--- src/rtl/hit_judge.sv ---
// Reaction-game judge: arms on a one-hot LED target, then scores the first
// synchronized switch rise (or a timeout) as a hit or miss and keeps the statistics.
module hit_judge #(
    parameter int unsigned WINDOW = 25000000
) (
    input  logic        clk,
    input  logic        rst,
    input  logic [7:0]  LED,
    input  logic [7:0]  sw,
    output logic        hit,
    output logic        miss,
    output logic [7:0]  score,
    output logic [7:0]  miss_count,
    output logic [7:0]  streak,
    output logic [7:0]  best_streak,
    output logic [24:0] react_time,
    output logic        busy
);

    typedef enum logic [1:0] {
        IDLE     = 2'd0,
        ARMED    = 2'd1,
        COOLDOWN = 2'd2
    } state_t;

    localparam logic [24:0] LAST = 25'(WINDOW - 1);

    state_t      state;
    logic [7:0]  tgt;
    logic [24:0] timer;
    logic [7:0]  sw_m;
    logic [7:0]  sw_s;
    logic [7:0]  sw_p;

    logic [7:0]  rise;
    logic        led_one_hot;
    logic        wrong_rise;
    logic        tgt_rise;
    logic [7:0]  streak_next;

    always_comb begin
        rise        = sw_s & ~sw_p;
        led_one_hot = (LED != 8'd0) && ((LED & (LED - 8'd1)) == 8'd0);
        wrong_rise  = |(rise & ~tgt);
        tgt_rise    = (rise == tgt);
        streak_next = (streak == 8'hFF) ? 8'hFF : streak + 8'd1;
    end

    always_ff @(posedge clk or posedge rst) begin
        if (rst) begin
            sw_m <= 8'd0;
            sw_s <= 8'd0;
            sw_p <= 8'd0;
        end else begin
            sw_m <= sw;
            sw_s <= sw_m;
            sw_p <= sw_s;
        end
    end

    // hit/miss act as single-cycle valid strobes with no ready: the counters
    // they accompany are already updated in the same cycle the strobe is high.
    always_ff @(posedge clk or posedge rst) begin
        if (rst) begin
            state       <= IDLE;
            tgt         <= 8'd0;
            timer       <= 25'd0;
            hit         <= 1'b0;
            miss        <= 1'b0;
            score       <= 8'd0;
            miss_count  <= 8'd0;
            streak      <= 8'd0;
            best_streak <= 8'd0;
            react_time  <= 25'd0;
        end else begin
            hit  <= 1'b0;
            miss <= 1'b0;
            case (state)
                IDLE: begin
                    if (led_one_hot) begin
                        tgt   <= LED;
                        timer <= 25'd0;
                        state <= ARMED;
                    end
                end
                ARMED: begin
                    if (wrong_rise) begin
                        miss       <= 1'b1;
                        miss_count <= (miss_count == 8'hFF) ? 8'hFF : miss_count + 8'd1;
                        streak     <= 8'd0;
                        state      <= COOLDOWN;
                    end else if (tgt_rise) begin
                        hit         <= 1'b1;
                        score       <= (score == 8'hFF) ? 8'hFF : score + 8'd1;
                        streak      <= streak_next;
                        react_time  <= timer;
                        best_streak <= (streak_next > best_streak) ? streak_next : best_streak;
                        state       <= COOLDOWN;
                    end else if (timer == LAST) begin
                        miss       <= 1'b1;
                        miss_count <= (miss_count == 8'hFF) ? 8'hFF : miss_count + 8'd1;
                        streak     <= 8'd0;
                        state      <= COOLDOWN;
                    end else begin
                        timer <= timer + 25'd1;
                    end
                end
                COOLDOWN: begin
                    // Wait for the player to let go and the target LED to move on.
                    if ((sw_s == 8'd0) && (LED != tgt))
                        state <= IDLE;
                end
                default: state <= IDLE;
            endcase
        end
    end

    assign busy = (state != IDLE);

endmodule

--- config.mk ---
export PLATFORM = sky130hd
export DESIGN_NAME = hit_judge
export DESIGN_NICKNAME = d
export VERILOG_FILES = /design/src/rtl/hit_judge.sv
export SDC_FILE = /design/constraint.sdc
export NUM_CORES = 1
export LEC_CHECK = 0
export ABC_AREA = 1
export BUFFER_PORTS_ARGS = -buffer_cell sky130_fd_sc_hd__clkbuf_2
export CAP_MARGIN = 15
export CORE_MARGIN = 3
export CORE_UTILIZATION = 40
export CTS_BUF_LIST = sky130_fd_sc_hd__clkbuf_16
export DETAILED_ROUTE_END_ITERATION = 12
export RECOVER_POWER = 100
export SETUP_SLACK_MARGIN = 0.1
export SYNTH_ARGS = -nofsm -noshare
export SYNTH_HDL_FRONTEND = slang
export SYNTH_SLANG_ARGS = --single-unit
--- constraint.sdc ---
create_clock -name clk -period 4.3 [get_ports clk]
set_clock_uncertainty 0.15 [all_clocks]
set_input_delay 0.43 -clock clk [delete_from_list [all_inputs] [get_ports clk]]
set_output_delay 0.43 -clock clk [all_outputs]
set_load 0.02 [all_outputs]
# Word level (Yosys, flattened, before mapping)

Index checks and enable logic that the tools add are counted.

Bits in registers: 118
Input bits: 18
Output and inout port bits: 60
Logic and storage cells: 85

$add $sub $neg: 5
$lt $le $gt $ge: 1
Eq/ne operators: 15
Mux-type cells: 27
Bitwise operators: 6
Reduce and logical (&&, ||, !) cells: 18

Operator list:

| cell                    | count |
|---|---|
| $mux W25                | 4 |
| $mux W8                 | 9 |
| $pmux W25 S2            | 1 |
| $add A25 B1 Y25 const B | 1 |
| $eq A25 B25 Y1 const B  | 1 |
| $add A8 B1 Y8 const B   | 3 |
| $and A8 B8 Y8           | 3 |
| $eq A8 B8 Y1 const B    | 3 |
| $logic_not A8 Y1        | 2 |
| $not A8 Y8              | 2 |
| $ne A2 B2 Y1 const B    | 6 |
| $mux W2                 | 5 |
| $reduce_and A3 Y1       | 3 |
| $eq A8 B8 Y1            | 1 |
| $gt A8 B8 Y1            | 1 |
| $ne A8 B8 Y1            | 1 |
| $reduce_bool A8 Y1      | 1 |
| $reduce_or A8 Y1        | 1 |
| $sub A8 B1 Y8 const B   | 1 |
| $mux W1                 | 7 |
| $pmux W2 S3             | 1 |
| $reduce_bool A2 Y1      | 3 |
| $reduce_and A5 Y1       | 1 |
| $ne A4 B4 Y1 const B    | 1 |
| other kinds (8)         | 10 |

# Longest topological paths before layout

Depth after elaboration: 6
Depth in mapped cells: 16
Mapped depth without buffers: 15

# Worst setup path after synthesis

No wires, ideal clock.

Path kind: register -> register
From: reg streak[0]
To: reg best_streak[0]
Setup time: 0.076 ns
Arrival time: 2.469 ns
Data required time: 4.074 ns
Path slack: 1.604 ns
Cell stages (with the launch flop): 17
Buffers on the path: 1
Clock period less this slack: 2.696 ns
Cell sequence: dfrtp_1 ha_1 nand3_1 nor2_1 nand3_1 nor2_1 nor2_1 inv_1 ha_1 a21oi_1 nor2_1 nor3_1 nand2_1 nand2_1 buf_2 nand2_1 o21ai_1

Longest elaborated chain between the ends: 4
Elaborated cells between the ends (all ways): 5
Classes of those cells: 1 x add/sub; 1 x order compare; 1 x eq/ne; 1 x mux; 1 x reduce/logical

Ends and longest elaborated chain:

| what                                                 | line | RTL |
|---|---|---|
| from (decl)                                          | 14   | `output logic [7:0] streak,` |
| from (signal assigned)                               | 95   | `streak <= streak_next;` |
| $add A8 B1 Y8 / $eq A8 B8 Y1 (equally long branches) | 46   | `streak_next = (streak == 8'hFF) ? 8'hFF : streak + 8'd1;` |
| $mux W8 *                                            | 46   |  |
| named net streak_next[5]                             | 39   | `logic [7:0] streak_next;` |
| $gt A8 B8 Y1 *                                       | 97   | `best_streak <= (streak_next > best_streak) ? streak_next : best_streak;` |
| $reduce_and A4 Y1 (no line) *                        | --   |  |
| to (signal assigned)                                 | 97   |  |
| to (decl)                                            | 15   | `output logic [7:0] best_streak,` |

Mark *: on every way through the listed nets, which the timed path passes. The rest lies on a longest branch.
A chain may end at the register's enable or synchronous reset.

# Worst setup path in the final report

From: reg sw_s[0]
To: reg score[4]

Longest elaborated chain between the ends: 5
Elaborated cells between the ends (all ways): 6
Classes of those cells: 1 x eq/ne; 3 x bitwise; 2 x reduce/logical

Ends and longest elaborated chain:

| what                          | line | RTL |
|---|---|---|
| from (decl)                   | 32   | `logic [7:0] sw_s;` |
| from (signal assigned)        | 56   | `sw_s <= sw_m;` |
| $and A8 B8 Y8 *               | 42   | `rise = sw_s & ~sw_p;` |
| $and A8 B8 Y8                 | 44   | `wrong_rise = \|(rise & ~tgt);` |
| $reduce_or A8 Y1              | 44   |  |
| $not A1 Y1 (no line)          | --   |  |
| $reduce_and A3 Y1 (no line) * | --   |  |
| to (signal assigned)          | 94   | `score <= (score == 8'hFF) ? 8'hFF : score + 8'd1;` |
| to (decl)                     | 12   | `output logic [7:0] score,` |

Mark *: on every way between the ends. The rest lies on a longest branch, timed or not.

==> results.md <==
- Critical path arrival: between 3000 and 4000 ps
- Die outline area: between 15000 and 20000 um^2
- Residual overflow from global routing: 0
- FF-to-FF Start: sw_s[0]
- Met3 WL post-DR: ~540 um
- Number of placed instances with taps included: roughly 1100
- Final worst-path cycle share: 0.756
- Total Power: 2.70 mW
- Routed wire length: ~14000 um
- Number of buffers added on ports: 77
- Met1 wire length: 7050 um
- Portion of the post-synthesis area used by sequential elements: 0.475
- Count leader, synth: sky130_fd_sc_hd__nand2_1
- CP cell instances: inv_1 -> nor2_1 -> ha_1 -> nand2_1 -> inv_1 -> nand2_1 -> nor2_1 -> nand3_1 -> clkbuf_1 -> o21ai_0 -> nand3_1
- Number of global-route vias before repair: slightly below 5000
- Top-Level Pins: between 70 and 80
- Post-route insts no fill: ~1100
- Area delta synth->final: 16.5%
- Clock tree from TritonCTS: done
- Die Y-Extent: 131 um
- Number of pins exceeding their max-slew limit in the final report: 81
- Launching instance or port of the critical path: sw_s[0]
- Fraction of synthesis flops using an asynchronous set or reset pin: 1.00
- Number of CTS-inserted buffers: 17
- Synth Cell Area: 6210 um^2
- Number of nets in the final layout: around 950
- Critical path class: flip-flop to flip-flop
- CP required: between 4000 and 5000 ps
- Fillers: 1517
- CTS H-tree depth: 4
- Slowest stage cell, crit path: sky130_fd_sc_hd__nand3_1
- Net count of the mapped netlist: around 860
- Site row count: 44
- Clock period minus worst slack: roughly 3300 ps
- Overall via count from detail_route: ~5300
- Initial core utilization: 0.418
- Largest net degree at the start of global routing: slightly above 80
- Register bit count reported by yosys: around 120
- Slew at the pin closest to its max-slew limit: a little under 3000 ps
- Final sum of negative setup slack: 0 ps
- Pwr per Cell Area: between 300 and 400 nW/um^2
- DRC Markers: 0
- Antenna violation net count after detailed routing: 0
- Most area-hungry cell type in the Yosys netlist: sky130_fd_sc_hd__dfrtp_1
- Hold crit path type: input pin to flip-flop
- Combined buffer and inverter count along the critical path: 3
- Number of buffers between clock root and the deepest sink: 2
- Overall die width: 131 um
- Leading register cell type out of synthesis: sky130_fd_sc_hd__dfrtp_1
- Global routing usage summed across all routing layers: 0.177
- Detailed-placement wirelength estimate: 10200 um
- Clock insertion delay at the later pin of the skew report: just over 400 ps
- Fraction of layout cells with a size suffix above 1: 0.0550
- Final Setup Violations: 0
- Post-Syn Area per Cell: roughly 7.5 um^2
- List of most frequent post-synthesis cells: sky130_fd_sc_hd__nand2_1, sky130_fd_sc_hd__dfrtp_1, sky130_fd_sc_hd__nor2_1, sky130_fd_sc_hd__inv_1, sky130_fd_sc_hd__nand3_1
- Highest Clock Rate: approximately 310 MHz
- Core Box Area: around 15000 um^2
- Detailed-routing iteration count for the pre-antenna-repair pass: 4
- Slowest Stage Delay on Critical Path: approximately 760 ps
- Top cells by area, synth: sky130_fd_sc_hd__dfrtp_1, sky130_fd_sc_hd__nand2_1, sky130_fd_sc_hd__nor2_1, sky130_fd_sc_hd__inv_1, sky130_fd_sc_hd__nand3_1
- Number of inserted diodes: 0
- Highest metal layer used by the detailed router: met4
- Post-CTS resize count: 0
- Max-cap viol count: 1
- Number of synthesized flops with an enable pin: 0
- Clock sinks: approximately 120
- Violations in the final reports: max-capacitance violations, max-slew violations
- Clock root buffer master: sky130_fd_sc_hd__clkbuf_16
- Wire length of the first global-routing pass: approximately 24000 um
- Final weighted congestion in routability-driven placement: a little under 0.9
- Worst path top cell family by delay: simple AND/OR/NAND/NOR gates
- Largest fanout of any net on the critical path: 31
- Outcome: complete, but fails checks
- DRC marker count from the first detailed-route iteration: between 200 and 300
- Netlist cell types: 30
- Vias per std cell: between 4 and 5
- Leakage power total: 3.47 nW
- Startpoint of the most critical hold path: LED[7]
- Post-Syn Instances: approximately 830
- RSZ-0062 raised after global routing: false
- Post-CTS clock slew at the launch and capture registers of the worst setup and hold paths: 50 ps
- Crit path capture type: flip-flop
- Fraction of post-synthesis cell area in the top cell type by area: 0.475
- DR WL/cell: approximately 13 um
- Total number of yosys warnings: 0
- Total length of routed met2 wires: between 6000 and 7000 um
- Maximum vdd ir drop: between 0.2 and 0.3 mV
- Crit start category: flip-flop
- Number of hold violations in the final report: 0
- Antenna violations before repair: 0
- Headroom to the max-slew limit: -0.992
## cells in the final DEF (no fill, tap or decap), types with 3 or more instances in the layout
master                          synthesis  final
sky130_fd_sc_hd__a21oi_1                5      5
sky130_fd_sc_hd__clkbuf_1               7     64
sky130_fd_sc_hd__clkbuf_16              0     17
sky130_fd_sc_hd__clkbuf_2               0     16
sky130_fd_sc_hd__clkinv_2               0      5
sky130_fd_sc_hd__dfrtp_1              118    118
sky130_fd_sc_hd__dlygate4sd3_1          0      8
sky130_fd_sc_hd__ha_1                  20     20
sky130_fd_sc_hd__inv_1                 98    104
sky130_fd_sc_hd__nand2_1              265    267
sky130_fd_sc_hd__nand3_1               52     55
sky130_fd_sc_hd__nand4_1                9      9
sky130_fd_sc_hd__nor2_1               116    117
sky130_fd_sc_hd__nor2_2                 4      3
sky130_fd_sc_hd__nor3_1                17     17
sky130_fd_sc_hd__o21ai_0               47     58
sky130_fd_sc_hd__o21ai_1               15      5
sky130_fd_sc_hd__xnor2_1                3      3
sky130_fd_sc_hd__xor2_1                19     19
## worst reg2reg max path, delay by kind of cell (launching register included)
kind / cells / cell delay [ps]
AO/OA/AOI/OAI: 1 / 340
buffers and inverters: 3 / 830
adder cells (fa/ha/maj): 1 / 270
flip-flops: 1 / 380
AND/OR/NAND/NOR: 6 / 1150
## final timing paths
| kind | cells past startpoint | to | slack (ps) |
|---|---|---|---|
| max in group asynchronous | 3 | timer[3] | 1330 |
| max | 11 | score[4] | 1050 |
| max reg2reg | 11 | score[4] | 1050 |
| min | 3 | tgt[7] | 170 |
| min in group asynchronous | 2 | streak[2] | 930 |
| min reg2reg | 0 | sw_s[3] | 190 |
## area by class of cell
| class | instances | area (um^2) | area share |
|---|---|---|---|
| Sequential cell | 118 | 2950 | 0.408 |
| Multi-Input combinational cell | 587 | 2740 | 0.379 |
| Clock buffer | 17 | 425 | 0.0588 |
| Timing Repair Buffer | 89 | 408 | 0.0564 |
| Inverter | 101 | 379 | 0.0524 |
| Tap cell | 184 | 230 | 0.0318 |
| Clock inverter | 15 | 101 | 0.0140 |
## logic make-up (layout without fill, tap and decap cells)
kind of cell    after synthesis  count (layout)  share of synthesized area
simple gates                475             475                      0.316
buf+inv                     121             222                     0.0795
flops                       118             118                      0.475
compound gates               70              70                     0.0578
xor+xnor                     22              22                     0.0310
fa+ha+maj                    20              20                     0.0403
## where the power goes
part | switching [mW] | internal (mW) | leakage, nW
combinational | 0.150 | 0.0833 | 1.62
sequential | 0.0495 | 1.16 | 1.58
clock | 0.479 | 0.773 | 0.276
total | 0.679 | 2.02 | 3.47
## metal layers
layer  vias up  GRT usage
met5         -          0
met4         0     0.0575
met3        21     0.0480
met2        83      0.278
met1      2418      0.240
li1       2764          -
## registers in the layout, indices dropped and copies added (netlist names)
register / cells
sw_p: 8
react_time: 25
timer: 25
miss: 1
tgt: 8
hit: 1
sw_s: 8
streak: 8
score: 8
state: 2
sw_m: 8
best_streak: 8
miss_count: 8
## timing repair
action,in CTS,in global routing
hold buffers,8,0
buffers inserted,0,0
hold endpoints to repair,8,0
## stage by stage
step | instance area [um^2] | worst slack, ps | hold WS (ps) | util
finish | 7240 | 1050 | 174 | 0.487
CTS | 7350 | 1360 | 144 | 0.495
global placement | 6750 | 1420 | 182 | 0.454
floorplan | 6210 | 591 | 181 | -
global route | 7240 | 554 | 206 | 0.487
detailed placement | 6750 | 1370 | 185 | 0.454
Power figures use the tool's default switching activity.
